--- src/rtl/int_to_fp.sv ---
// Converts a signed two's-complement sample to an IEEE-754 single-precision float.
// Normalisation shifts the magnitude left one bit per clock; the result is exact because WIDTH <= 24.
module int_to_fp #(
  parameter int WIDTH = 16
) (
  input  logic             clk,
  input  logic             reset,
  input  logic             start,
  input  logic [WIDTH-1:0] data,
  output logic             ready,
  output logic [31:0]      result,
  output logic             done
);

  typedef enum logic [1:0] {
    ST_IDLE,
    ST_NORM,
    ST_PACK
  } state_t;

  // Exponent of a value whose leading one sits in the top bit of the sample.
  localparam logic [7:0] EXP_INIT = 8'(127 + WIDTH - 1);

  state_t           r_state;
  logic             r_sign;
  logic             r_zero;
  logic [WIDTH-1:0] r_mag;
  logic [7:0]       r_exp;
  logic [31:0]      r_result;
  logic             r_done;

  logic [WIDTH-1:0] w_mag_in;
  logic [22:0]      w_frac;

  // The most-negative sample negates to 2^(WIDTH-1), which still fits unsigned.
  assign w_mag_in = data[WIDTH-1] ? -data : data;

  // The implicit leading one is dropped; the remaining bits are left-justified.
  assign w_frac = 23'(r_mag[WIDTH-2:0]) << (24 - WIDTH);

  always_ff @(posedge clk or negedge reset) begin
    if (!reset) begin
      r_state  <= ST_IDLE;
      r_sign   <= 1'b0;
      r_zero   <= 1'b0;
      r_mag    <= '0;
      r_exp    <= '0;
      r_result <= 32'h0000_0000;
      r_done   <= 1'b0;
    end else begin
      // NOTE: non-blocking assignments here, so every branch reads the pre-edge values of r_mag/r_exp.
      case (r_state)
        ST_IDLE: begin
          if (start) begin
            r_sign  <= data[WIDTH-1];
            r_mag   <= w_mag_in;
            r_exp   <= EXP_INIT;
            r_zero  <= (data == '0);
            r_done  <= 1'b0;
            r_state <= (data == '0) ? ST_PACK : ST_NORM;
          end
        end
        ST_NORM: begin
          if (r_mag[WIDTH-1]) begin
            r_state <= ST_PACK;
          end else begin
            r_mag <= r_mag << 1;
            r_exp <= r_exp - 8'd1;
          end
        end
        ST_PACK: begin
          r_result <= r_zero ? 32'h0000_0000 : {r_sign, r_exp, w_frac};
          r_done   <= 1'b1;
          r_state  <= ST_IDLE;
        end
        default: r_state <= ST_IDLE;
      endcase
    end
  end

  assign ready  = (r_state == ST_IDLE);
  assign result = r_result;
  assign done   = r_done;

endmodule

--- config.mk ---
export PLATFORM = sky130hd
export DESIGN_NAME = int_to_fp
export DESIGN_NICKNAME = d
export VERILOG_FILES = /design/src/rtl/int_to_fp.sv
export SDC_FILE = /design/constraint.sdc
export NUM_CORES = 1
export LEC_CHECK = 0
export BUFFER_PORTS_ARGS = -buffer_cell sky130_fd_sc_hd__buf_2
export CORE_MARGIN = 1.5
export CORE_UTILIZATION = 55
export DETAILED_ROUTE_END_ITERATION = 6
export PLACE_DENSITY = 0.78
export SYNTH_ARGS = -nofsm -noshare
export SYNTH_HDL_FRONTEND = slang
export SYNTH_SLANG_ARGS = --single-unit
--- constraint.sdc ---
create_clock -name clk -period 5 [get_ports clk]
set_input_delay 0.25 -clock clk [delete_from_list [all_inputs] [get_ports clk]]
set_output_delay 0.25 -clock clk [all_outputs]
set_load 0.005 [all_outputs]
### Word-level counts from Yosys, hierarchy flattened

Cells that the tools add are included.
Widths: inputs -> output; s select.

| operators by class | value |
|---|---|
| shifts and indexed selects | 0 |
| $lt $le $gt $ge | 0 |
| equality and inequality tests | 5 |
| reduce and logical (&&, ||, !) cells | 9 |
| divide/modulo/power cells | 0 |
| bitwise operators | 0 |
| muxes and demuxes | 14 |
| $mul | 0 |
| $add $sub $neg | 2 |

Operators with widths:

| kind | count |
|---|---|
| $mux 16 | 3 |
| $mux 32 | 1 |
| $pmux 16 s2 | 1 |
| $logic_not 16->1 | 1 |
| $mux 8 | 2 |
| $neg 16->16 | 1 |
| $pmux 8 s2 | 1 |
| $reduce_and 2->1 | 4 |
| $sub 8x1->8 const B | 1 |
| $mux 2 | 3 |
| $ne 2x2->1 const B | 3 |
| $pmux 2 s2 | 1 |
| $reduce_bool 2->1 | 2 |
| $reduce_and 3->1 | 1 |
| $eq 2x1->1 const B | 1 |
| $eq 2x2->1 const B | 1 |
| $logic_not 2->1 | 1 |
| $pmux 1 s2 | 1 |
| $mux 1 | 1 |

| word-level totals | value |
|---|---|
| output and inout bits | 34 |
| bits in latches | 0 |
| bits in writable memories | 0 |
| ROM bits | 0 |
| flip-flop bits (word level) | 61 |
| memories kept | 0 |
| bits of input ports | 19 |

### Logic depth before layout (Yosys ltp)

| logic depth | value |
|---|---|
| depth after elaboration | 4 |
| mapped depth | 6 |
| mapped depth without buffers | 6 |

### Worst setup path before layout

OpenSTA, ideal clock, no wires.

| timing path | value |
|---|---|
| path kind | register to register |
| from | register r_state[0] |
| to | register r_exp[3] |
| library setup time | 132 ps |
| arrival time | 1478 ps |
| stages on the path, launching flop included | 7 |
| slack | 3390 ps |
| required time | 4868 ps |
| cells stage by stage | dfrtp_1 buf_6 or3b_1 buf_6 a2111oi_4 xnor2_1 nand2_1 |

| on the way | value |
|---|---|
| word-level cells in the longest chain between the ends | 3 |
| elaborated cells between the ends (all ways) | 7 |
| classes of those cells | eq/ne: 3; mux: 1; reduce/logical: 3 |

RTL lines:

| what | RTL line | text |
|---|---|---|
| start, declared | 24 | `state_t r_state;` |
| start signal, assigned | 60 | `r_state <= (data == '0) ? ST_PACK : ST_NORM;` |
| $eq 2x1->1 / $logic_not 2->1 (equally long branches) | 52 | `case (r_state)` |
| $ne 2x2->1 (no source line) / $reduce_bool 2->1 (equally long branches) | n/a |  |
| $reduce_and 3->1 (no source line) | n/a |  |
| end signal, assigned | 68 | `r_exp <= r_exp - 8'd1;` |
| end, declared | 28 | `logic [7:0] r_exp;` |

Parallel ways exist; a longest one is shown, timed or not.
A chain may end at the register's enable or synchronous reset.

### Final worst setup path

| timing path | value |
|---|---|
| from | register r_state[1] |
| to | register r_mag[12] |

| on the way | value |
|---|---|
| word-level cells in the longest chain between the ends | 3 |
| elaborated cells between the ends (all ways) | 7 |
| classes of those cells | eq/ne: 3; mux: 1; reduce/logical: 3 |

RTL lines:

| what | RTL line | text |
|---|---|---|
| $eq 2x1->1 / $logic_not 2->1 (equally long branches) | 52 |  |
| $ne 2x2->1 (no source line) / $reduce_bool 2->1 (equally long branches) | n/a |  |
| $reduce_and 3->1 (no source line) | n/a |  |
| end signal, assigned | 56 | `r_mag <= w_mag_in;` |
| end signal, assigned | 67 | `r_mag <= r_mag << 1;` |
| end, declared | 27 | `logic [WIDTH-1:0] r_mag;` |

Parallel ways exist; a longest one is shown, timed or not.

==> flow_summary.ini <==
[global_route]
grt_max_degree = 54
grt.overflow.total = 0
grt_usage = 0.2166
grt_pass1_vias = 1925
antenna_found_initial = 0
grt_pass1_wl_mm = 9.052

[floorplan]
ios = 53
fp-row-count = 25
start_util = 0.5747
die_area_sq_mm = 0.005400
die_w_microns = 73.49
die_h_microns = 73.49
coreArea_sq_mm = 0.004755

[sta]
slew-limit-headroom = 0.2497
max_freq_ghz = 0.3981
worst_pin_slew_ns = 1.120
post-route-min-period_ns = 2.512
fin_tns_setup_ns = 0
setup_viol = 0
finClkSkew_ns = 0.005920
rsz0062_at_grt = no
period_share = 0.5023
drv_slew = 0
hold_viol = 0

[worst_setup_path]
cp.required_ns = 5.15
critPathLaunch = r_state[1]
r2r_setup_slack_ns = 2.49
worst-r2r-cell-count = 4
start_kind = register
endpoint = r_mag[12]
r2r-end = r_mag[12]
crit_type = register to register
path_max_fanout = 20
r2r_start = r_state[1]
crit_arrival_ns = 2.66
slowest_stage = nor3b_2
crit_path_end_kind = register
max_stage_delay_ns = 0.95
path_cells = nor3b_2 -> nor2_1 -> a22oi_1 -> o211ai_1

[clock_network]
cts_hold_buf = 0
tritoncts = yes
h-tree-depth = 2
clk_path_buf_depth = 2
cts_resized = 0
root_buffer = clkbuf_8
cts.clk_slew.worst_paths_ns = 0.09
clock_latency_ns = 0.30
post-cts-setup-buffers = 0
cts_sinks = 53
numCtsBuffers = 5

[routing]
drt_iter0_markers = 175
ant_nets = 0
via_count = 2138
wl_mm = 5.551
viasPerCell = 5.454
wl_per_cell_microns = 14.16
drcViolationCount = 0
drt-pass1-iter-count = 4

[yosys]
synthAdderAreaFrac = 0.009158
synth.distinct_cells = 44
synth_cells = 288
syn_area_per_cell_sq_um = 9.488
synth-seq-cells = 53
synth.area.mux_share = 0.02976
synth_top_family_by_area = simple AND/OR/NAND/NOR gates
synth_xor_area_frac = 0.03846
synthesis.area_sq_mm = 0.002733
synth_edf_count = 0
synth-simple-area-share = 0.2005
yosysSeqAreaShare = 0.4853
yosys_warnings = 0
async_flop_share = 1.000
synth_compound_area_frac = 0.1717
ys.flop_type = dfrtp_1

[placed_design]
gp_congestion = 0.8031
place_hpwl_mm = 4.006
port_buffers = 44
dpl_cell_area_sq_mm = 0.002947

[run_status]
status = finished, final reports clean

[pwr]
power.density_mw_per_mm2 = 516.0
p_leak_nw = 1.422
irDropWorstVdd_mv = 0.2033

[final_layout]
nets = 345
design_area_sq_mm = 0.003034
drive_gt1_frac = 0.1846
final_cell_mix = 53 x dfrtp_1, 44 x buf_2, 38 x nand2_1
antenna_cells = 0
area_growth_pct = 11.03
final_common_cell = dfrtp_1
fillCellCount = 426

[worst_hold_path]
worstHoldPathType = primary input to async pin

[job]
cap_violations = 0
==> how the worst min path moves through the flow <==
stage / end / slack, ns
floorplan: done / -0.05
global placement: r_zero / 0.40
detailed placement: r_state[1] / 0.40
CTS: r_zero / 0.08
global route: result[29] / 0.12
finish: r_zero / 0.05
==> per-layer routing <==
| metal | global-route usage | share of wire | routed length [microns] | vias to the layer above |
|---|---|---|---|---|
| met5 | 0 | 0 | 0 | - |
| met4 | 0.04938 | 0.0072 | 40 | 0 |
| met3 | 0.02881 | 0.034 | 188 | 4 |
| met1 | 0.3247 | 0.49 | 2735 | 1028 |
| met2 | 0.3353 | 0.47 | 2586 | 50 |
| li1 | - | - | - | 1056 |
==> registers in the layout, summed over array words and instances (netlist names) <==
register and count:
r_sign 1, r_state 2, done 1, r_zero 1, result 24, r_exp 8, r_mag 16
==> per-stage QoR <==
stage / total power, mW / setup slack [ns] / utilization / std cells / hold slack (ns)
final: 1.566 / 2.488 / 0.6382 / 392 / 0.04985
after global routing: 1.695 / 2.274 / 0.6382 / 392 / 0.1207
after CTS: 1.569 / 2.523 / 0.6382 / 392 / 0.07697
after detailed placement: 1.341 / 2.549 / 0.6197 / 384 / 0.4010
after global placement: 1.310 / 2.633 / 0.6197 / 384 / 0.3978
after floorplan: 1.144 / 3.390 / - / 295 / -0.04559
==> worst max-delay path: cells and delay by family, from the launching register on <==
kind / cells / cell delay (ns)
compound gates: 2 / 0.44
simple gates: 2 / 1.43
flops: 1 / 0.49
==> report_power, final <==
part | switching (mW) | total [mW] | internal [mW]
registers | 0.153 | 0.757 | 0.603
logic | 0.323 | 0.575 | 0.252
clock network | 0.135 | 0.234 | 0.0988
total | 0.611 | 1.57 | 0.955
==> cell usage after synthesis (all sizes together) (4+ instances only) <==
cell    number  share of area
dfrtp       53           0.49
nand2       38          0.052
o21ai       31          0.057
nor2        23          0.032
nand2b      21          0.048
buf         15          0.039
a22oi       12          0.033
clkbuf      10          0.014
inv          8          0.011
xnor2        8          0.026
mux2i        7          0.026
o211ai       7          0.019
a21oi        5         0.0092
nor3         5         0.0092
o31ai        5          0.014
nand4        4         0.0092
xor2         4          0.013
==> cells by family (layout without fill, tap and decap cells) <==
logic type,Yosys count,count (layout)
buf+inv,33,63
xor+xnor,12,12
fa+ha+maj,2,2
compound gates,71,71
mux,8,8
other cells,1,8
flops,53,53
simple gates,108,108
==> area by class of cell <==
| type | count | area (sq um) | area share |
|---|---|---|---|
| clock buffer | 6 | 72.57 | 0.02392 |
| clock inverter | 2 | 15.01 | 0.004948 |
| inverter | 8 | 30.03 | 0.009897 |
| multi-input combinational | 209 | 1264 | 0.4165 |
| sequential | 53 | 1326 | 0.4371 |
| tap | 67 | 83.83 | 0.02763 |
| timing repair buffer | 47 | 242.7 | 0.08000 |
Note: power is estimated with default switching activity, not from simulation.
